File: config.mk
export PLATFORM = sky130hd
export DESIGN_NAME = pipe_operand_mux
export DESIGN_NICKNAME = d
export VERILOG_FILES = /design/src/rtl/pipe_pkg.sv /design/src/rtl/pipe_operand_mux_skid_buffer.sv /design/src/rtl/pipe_operand_mux.sv
export SDC_FILE = /design/constraint.sdc
export NUM_CORES = 1
export LEC_CHECK = 0
export ABC_AREA = 1
export CORE_UTILIZATION = 30
export CTS_BUF_LIST = sky130_fd_sc_hd__clkbuf_4
export DETAILED_ROUTE_END_ITERATION = 6
export GPL_TIMING_DRIVEN = 0
export HOLD_SLACK_MARGIN = 0.1
export MAX_ROUTING_LAYER = met4
export PLACE_DENSITY = 0.68
export SLEW_MARGIN = 10
export SYNTH_ARGS = -nofsm -noshare
export SYNTH_HDL_FRONTEND = slang
export SYNTH_SLANG_ARGS = --single-unit
export TNS_END_PERCENT = 20
File: constraint.sdc
create_clock -name clk -period 1.6 [get_ports clk]
set_input_delay 0.32 -clock clk [delete_from_list [all_inputs] [get_ports clk]]
set_output_delay 0.32 -clock clk [all_outputs]
set_load 0.03 [all_outputs]
File: src/rtl/pipe_pkg.sv
`default_nettype none
// ============================================================================
//  Module      : pipe_pkg (package)
//  Description : Shared definitions for the pipeline datapath stage registers.
//                - clog2_min1 : select-field width that never collapses to 0
//                - c_default_data : word produced for an out-of-range select
//                - pipe_payload_t : {data, sel} payload carried by stage regs
//  Revision    : 1.0 - initial release
// ============================================================================
package pipe_pkg;

    // Default data word for out-of-range selects.
    localparam logic [31:0] c_default_data = 32'h0000_0000;

    // Select field width used by the shared payload struct.
    localparam int c_payload_sel_w = 8;

    // Payload carried by pipeline stage registers: the data word together with
    // the select index that produced it.
    typedef struct packed {
        logic [31:0]                data;
        logic [c_payload_sel_w-1:0] sel;
    } pipe_payload_t;

    // Width of an index able to address n entries, never less than 1 bit.
    function automatic int clog2_min1(input int n);
        int w;
        w = 1;
        while ((1 << w) < n) begin
            w = w + 1;
        end
        return w;
    endfunction

endpackage : pipe_pkg
`default_nettype wire

File: src/rtl/pipe_operand_mux_skid_buffer.sv
`default_nettype none
// ============================================================================
//  Module      : skid_buffer
//  Description : Two-entry registered valid/ready stage (main + skid entry).
//                The upstream ready comes straight from a flop, so it never
//                depends combinationally on the downstream ready.
//  Ports       : clk, rst        - clock, synchronous active-high reset
//                i_flush         - drop every held word (and this cycle's input)
//                i_data/i_valid  - upstream payload and valid
//                o_ready         - upstream may present a word
//                o_data/o_valid  - registered payload and valid
//                i_ready         - downstream accepts o_data
//  Revision    : 1.0 - initial release
// ============================================================================
module skid_buffer
    import pipe_pkg::*;
#(
    parameter int PAYLOAD_W = 34
) (
    input  logic                 clk,
    input  logic                 rst,
    input  logic                 i_flush,
    input  logic [PAYLOAD_W-1:0] i_data,
    input  logic                 i_valid,
    output logic                 o_ready,
    output logic [PAYLOAD_W-1:0] o_data,
    output logic                 o_valid,
    input  logic                 i_ready
);

    logic [PAYLOAD_W-1:0] r_main_data_q;
    logic [PAYLOAD_W-1:0] w_main_data_d;
    logic                 r_main_valid_q;
    logic                 w_main_valid_d;
    logic [PAYLOAD_W-1:0] r_skid_data_q;
    logic [PAYLOAD_W-1:0] w_skid_data_d;
    logic                 r_skid_valid_q;
    logic                 w_skid_valid_d;

    logic w_accept;
    logic w_main_free;

    // Upstream may send whenever the skid entry is empty; at most two words
    // are ever held (main + skid).
    assign o_ready     = !r_skid_valid_q;
    assign w_accept    = i_valid && o_ready;
    // Main register can take a new word if it is empty or emptying this cycle.
    assign w_main_free = !r_main_valid_q || i_ready;

    always_comb begin
        w_main_data_d  = r_main_data_q;
        w_main_valid_d = r_main_valid_q;
        w_skid_data_d  = r_skid_data_q;
        w_skid_valid_d = r_skid_valid_q;

        if (i_flush) begin
            // Data registers keep their contents; only the valids matter.
            w_main_valid_d = 1'b0;
            w_skid_valid_d = 1'b0;
        end else if (w_main_free) begin
            if (r_skid_valid_q) begin
                // Older word in skid moves forward first to keep FIFO order.
                w_main_data_d  = r_skid_data_q;
                w_main_valid_d = 1'b1;
                w_skid_valid_d = w_accept;
                if (w_accept) begin
                    w_skid_data_d = i_data;
                end
            end else begin
                if (w_accept) begin
                    w_main_data_d = i_data;
                end
                w_main_valid_d = w_accept;
            end
        end else if (w_accept) begin
            // Main is stalled: park the new word in skid, main holds steady.
            w_skid_data_d  = i_data;
            w_skid_valid_d = 1'b1;
        end
    end

    always_ff @(posedge clk) begin
        if (rst) begin
            r_main_data_q  <= '0;
            r_main_valid_q <= 1'b0;
            r_skid_data_q  <= '0;
            r_skid_valid_q <= 1'b0;
        end else begin
            r_main_data_q  <= w_main_data_d;
            r_main_valid_q <= w_main_valid_d;
            r_skid_data_q  <= w_skid_data_d;
            r_skid_valid_q <= w_skid_valid_d;
        end
    end

    assign o_data  = r_main_data_q;
    assign o_valid = r_main_valid_q;

endmodule : skid_buffer
`default_nettype wire

File: src/rtl/pipe_operand_mux.sv
`default_nettype none
// ============================================================================
//  Module      : pipe_operand_mux
//  Description : Registered N:1 operand select with valid/ready handshake and a
//                one-entry skid buffer; supports pipeline flush.
//  Ports       : clk, reset       - clock, synchronous active-high reset
//                in_data          - NUM_INPUTS packed words, word k at
//                                   [k*WIDTH +: WIDTH]
//                selection_line   - index of the word to forward
//                in_valid/in_ready- upstream handshake
//                flush            - discard all held words
//                out_data/out_sel - selected word and the index that chose it
//                out_valid/out_ready - downstream handshake
//                sel_err, sel_err_count - only with PIPE_OPERAND_MUX_SEL_ERR_EN:
//                                   sticky out-of-range flag and saturating
//                                   count of out-of-range accepts
//  Options     : PIPE_OPERAND_MUX_SEL_ERR_EN enables the select-error outputs.
//  Revision    : 1.0 - initial release
// ============================================================================
module pipe_operand_mux
    import pipe_pkg::*;
#(
    parameter int          WIDTH         = 32,
    parameter int          NUM_INPUTS    = 4,
    parameter logic [31:0] DEFAULT_VALUE = c_default_data,
    localparam int         SEL_W         = clog2_min1(NUM_INPUTS)
) (
    input  logic                        clk,
    input  logic                        reset,
    input  logic [NUM_INPUTS*WIDTH-1:0] in_data,
    input  logic [SEL_W-1:0]            selection_line,
    input  logic                        in_valid,
    output logic                        in_ready,
    input  logic                        flush,
    output logic [WIDTH-1:0]            out_data,
    output logic [SEL_W-1:0]            out_sel,
    output logic                        out_valid,
    input  logic                        out_ready
`ifdef PIPE_OPERAND_MUX_SEL_ERR_EN
    ,
    output logic                        sel_err,
    output logic [15:0]                 sel_err_count
`endif
);

    localparam int c_payload_w = WIDTH + SEL_W;

    logic [WIDTH-1:0]       w_sel_word;
    logic [c_payload_w-1:0] w_in_payload;
    logic [c_payload_w-1:0] w_out_payload;

    // Word selection; indices past the last input fall back to the default,
    // resized (truncated or zero-extended) to the data width.
    always_comb begin
        w_sel_word = WIDTH'(DEFAULT_VALUE);
        for (int k = 0; k < NUM_INPUTS; k++) begin
            if (selection_line == SEL_W'(k)) begin
                w_sel_word = in_data[k*WIDTH +: WIDTH];
            end
        end
    end

    assign w_in_payload = {w_sel_word, selection_line};

    skid_buffer #(
        .PAYLOAD_W (c_payload_w)
    ) u_skid_buffer (
        .clk     (clk),
        .rst     (reset),
        .i_flush (flush),
        .i_data  (w_in_payload),
        .i_valid (in_valid),
        .o_ready (in_ready),
        .o_data  (w_out_payload),
        .o_valid (out_valid),
        .i_ready (out_ready)
    );

    assign out_data = w_out_payload[c_payload_w-1:SEL_W];
    assign out_sel  = w_out_payload[SEL_W-1:0];

`ifdef PIPE_OPERAND_MUX_SEL_ERR_EN
    logic        w_sel_in_range;
    logic        w_err_accept;
    logic        r_sel_err_q;
    logic        w_sel_err_d;
    logic [15:0] r_sel_err_count_q;
    logic [15:0] w_sel_err_count_d;

    always_comb begin
        w_sel_in_range = 1'b0;
        for (int k = 0; k < NUM_INPUTS; k++) begin
            if (selection_line == SEL_W'(k)) begin
                w_sel_in_range = 1'b1;
            end
        end
    end

    // Counted on every accept, including one made in a flush cycle.
    assign w_err_accept = in_valid && in_ready && !w_sel_in_range;

    always_comb begin
        w_sel_err_d       = r_sel_err_q;
        w_sel_err_count_d = r_sel_err_count_q;
        if (w_err_accept) begin
            w_sel_err_d = 1'b1;
            if (r_sel_err_count_q != 16'hFFFF) begin
                w_sel_err_count_d = r_sel_err_count_q + 16'd1;
            end
        end
    end

    always_ff @(posedge clk) begin
        if (reset) begin
            r_sel_err_q       <= 1'b0;
            r_sel_err_count_q <= 16'd0;
        end else begin
            r_sel_err_q       <= w_sel_err_d;
            r_sel_err_count_q <= w_sel_err_count_d;
        end
    end

    assign sel_err       = r_sel_err_q;
    assign sel_err_count = r_sel_err_count_q;
`endif

endmodule : pipe_operand_mux
`default_nettype wire

==> run metrics <==
antenna violations before repair=0; Clk pin slew, worst setup/hold paths=120 ps; Post-CTS Setup Bufs=0; synthesized instance count=666; Tot GR Track Use=22.9%; final setup margin=58.2 ps; logic gate share of total power=29.3%; DR vias=4810; Fillers=1509; Worst Hold Endpoint=u_skid_buffer.r_skid_data_q[8]; Die X-Extent=122 um; HP Start=selection_line[0]; WL met3=1150 um; fin util=45.1%; initial DRC count=202; Sw Ratio=32.1%; startpoint type of the worst setup path=primary input; endpoints failing setup=0; kind of critical path=in2reg; clk sinks=70; total negative slack=0 ps; antenna cells=0; Design Area, Final=6290 sq um; r2r setup slk=80 ps; area taken by flip-flops and latches=1400 sq um; HPWL after detailed placement=11800 um; Worst setup EP type=register; synth warn=0; number of port buffers=169; sw power=1.30 mW; per-cell routed wire length=15.6 um; run status=complete, no violations; root buffer cell=clkbuf_4; first-pass GRT wire length=24700 um; Hold Fails Final Rpt=0; Top Ports=171; Post-route DRC=0; Area growth syn-to-layout=46.3%; Synth Cell Area=4300 sq um; RR Startpoint=u_skid_buffer.r_skid_valid_q; commonest non-fill, non-tap cell in the layout=nand2_1; 1st-pass router iterations=5; Detailed Route WL=16100 um; max-cap violations=0; Final #Nets=981; Worst Hold Path Cells=5; most frequent cells in the layout=nand2_1 (164), clkdlybuf4s50_1 (133), a21oi_1 (99); GPL Wtd Cong=0.829; placed cell areas=6210 sq um; CTS tree=done; synth top area cells=dfxtp_1 (33%), nand2_1 (14%), a21oi_1 (12%), nand3_1 (8.3%), inv_1 (6.4%); critical path peak fanout=10; final period utilization=96.4%; area share of the largest cell type after synthesis=32.6%; Slew @ Worst Pin=573 ps; area of the multi-input gates=2300 sq um; Pwr Total=4.06 mW; Sequential Power Share=45.7%; core box area=13900 sq um; clk_lat worst skew=440 ps; Pins Over Slew Limit=0; largest net degree at the start of global routing=11; FMAX=649 MHz; vias in the first global route=4645; die height=122 um; clock period minus worst slack=1540 ps; Yosys cell types=24; Syn Area/Cell=6.45 sq um; DRT met1 WL=7430 um; post-synthesis net count=801; post-synth top area cell=dfxtp_1; Worst EP required=1940 ps; CTS Hold Bufs=0; unrepaired setup endpoints after global routing=true; sequential fraction of the synthesis area=32.6%; peak supply drop=0.235 mV; H-Tree Depth=3; Max Buffers Root-to-Sink=2; flops & latches, synth=70; layout cells sized above 1=9.87%; r2r endpoint=u_skid_buffer.r_skid_data_q[4]; row cnt=43; Die Outline Area=14800 sq um; cell-internal power=2.75 mW; remaining antenna violation count after routing=0; initial core utilization=30.8%; dpl ws=-389 ps; max_slew headroom=61.8%; leakage power=2.92 nW; GRT Residual Overflow=0; clock buffer count from CTS=9; CP arrival=1880 ps; Clk network pwr share=25.0%; worst clock skew=8.14 ps; P per Cell Area=645 nW/um^2; routed wl met2=7300 um; highest layer used for signal routing=met4; Reg2Reg Depth=7; Vias/cell=4.67; HP Class=in2reg
-- kinds of logic (layout without fill, tap and decap cells) --
kind of cell | after synthesis | in the layout | synth area share (%)
AND/OR/NAND/NOR | 335 | 335 | 37.5
flip-flops | 70 | 70 | 32.6
buffers and inverters | 124 | 309 | 13.9
AO/OA/AOI/OAI | 137 | 137 | 16.0
-- cell type report --
| cell class | instances | area share, % |
|---|---|---|
| Clock inverter | 3 | 0.179 |
| Tap cell | 180 | 3.58 |
| Sequential cell | 70 | 22.3 |
| Inverter | 76 | 4.58 |
| Clock buffer | 13 | 1.55 |
| Timing Repair Buffer | 169 | 26.2 |
| Multi-Input combinational cell | 472 | 36.5 |
| Buffer | 48 | 5.08 |
-- power by group through the flow --
stage          clock [mW]  sequential (mW)  combinational [mW]
6_report             1.01             1.85                1.19
5_1_grt              1.15             1.87                1.30
4_1_cts              1.04             1.85                1.20
3_5_place_dp            0             1.90                1.23
3_3_place_gp            0             1.89                1.23
2_1_floorplan           0             2.02               0.478
-- critical path, stage by stage --
cell and delay [ps]:
clkdlybuf4s50_1 600, nand2_2 160, clkbuf_1 270, or2_1 300, a21oi_1 180, nor2_1 50
-- sequential cells by signal, indices dropped and copies added, names as in the netlist --
register and count:
u_skid_buffer.r_skid_data_q 34, u_skid_buffer.o_valid 1, u_skid_buffer.r_skid_valid_q 1, u_skid_buffer.o_data 34
-- cell usage after synthesis --
| cell type | number |
|---|---|
| nand3_1 | 71 |
| inv_2 | 3 |
| buf_6 | 11 |
| or2_2 | 2 |
| o21ai_0 | 12 |
| inv_1 | 73 |
| dfxtp_1 | 70 |
| nand2_2 | 1 |
| buf_12 | 1 |
| clkbuf_1 | 16 |
| o21ai_1 | 26 |
| nor3_1 | 1 |
| nor2_4 | 1 |
| buf_4 | 3 |
| clkbuf_2 | 1 |
| nand2_1 | 164 |
| nand3_2 | 26 |
| nor2_1 | 37 |
| nor2_2 | 1 |
| buf_2 | 16 |
| or2_0 | 1 |
| or2_1 | 29 |
| a21oi_1 | 99 |
| nand4_2 | 1 |
-- worst max path at each step --
stage                                 startpoint                             end  slack (ps)
global placement               selection_line[1]  u_skid_buffer.r_skid_data_q[4]        -370
global route        u_skid_buffer.r_skid_valid_q         u_skid_buffer.o_data[2]         -10
detailed placement             selection_line[1]  u_skid_buffer.r_skid_data_q[4]        -390
CTS                     u_skid_buffer.o_data[33]                    out_data[31]          20
floorplan                  u_skid_buffer.o_valid        u_skid_buffer.o_data[20]         250
finish                         selection_line[1]  u_skid_buffer.r_skid_data_q[4]          60
-- repair_timing --
action                                  4_1_cts  5_1_grt
gates resized for setup                      44       11
endpoints found under the setup margin       36       21
pin swaps                                     0        0
-- metal layers --
layer,global-route usage [%],vias to the layer above
li1,-,2486
met1,29.1,2137
met2,36.3,170
met3,5.10,17
met4,6.56,0
met5,-,-
-- per-stage QoR --
step	std cells	hold slack, ps
after floorplan	666	454
after global placement	1015	442
after detailed placement	1015	447
after CTS	1031	410
after global routing	1031	432
final	1031	417
No activity file was read; power rests on OpenSTA's default activity.
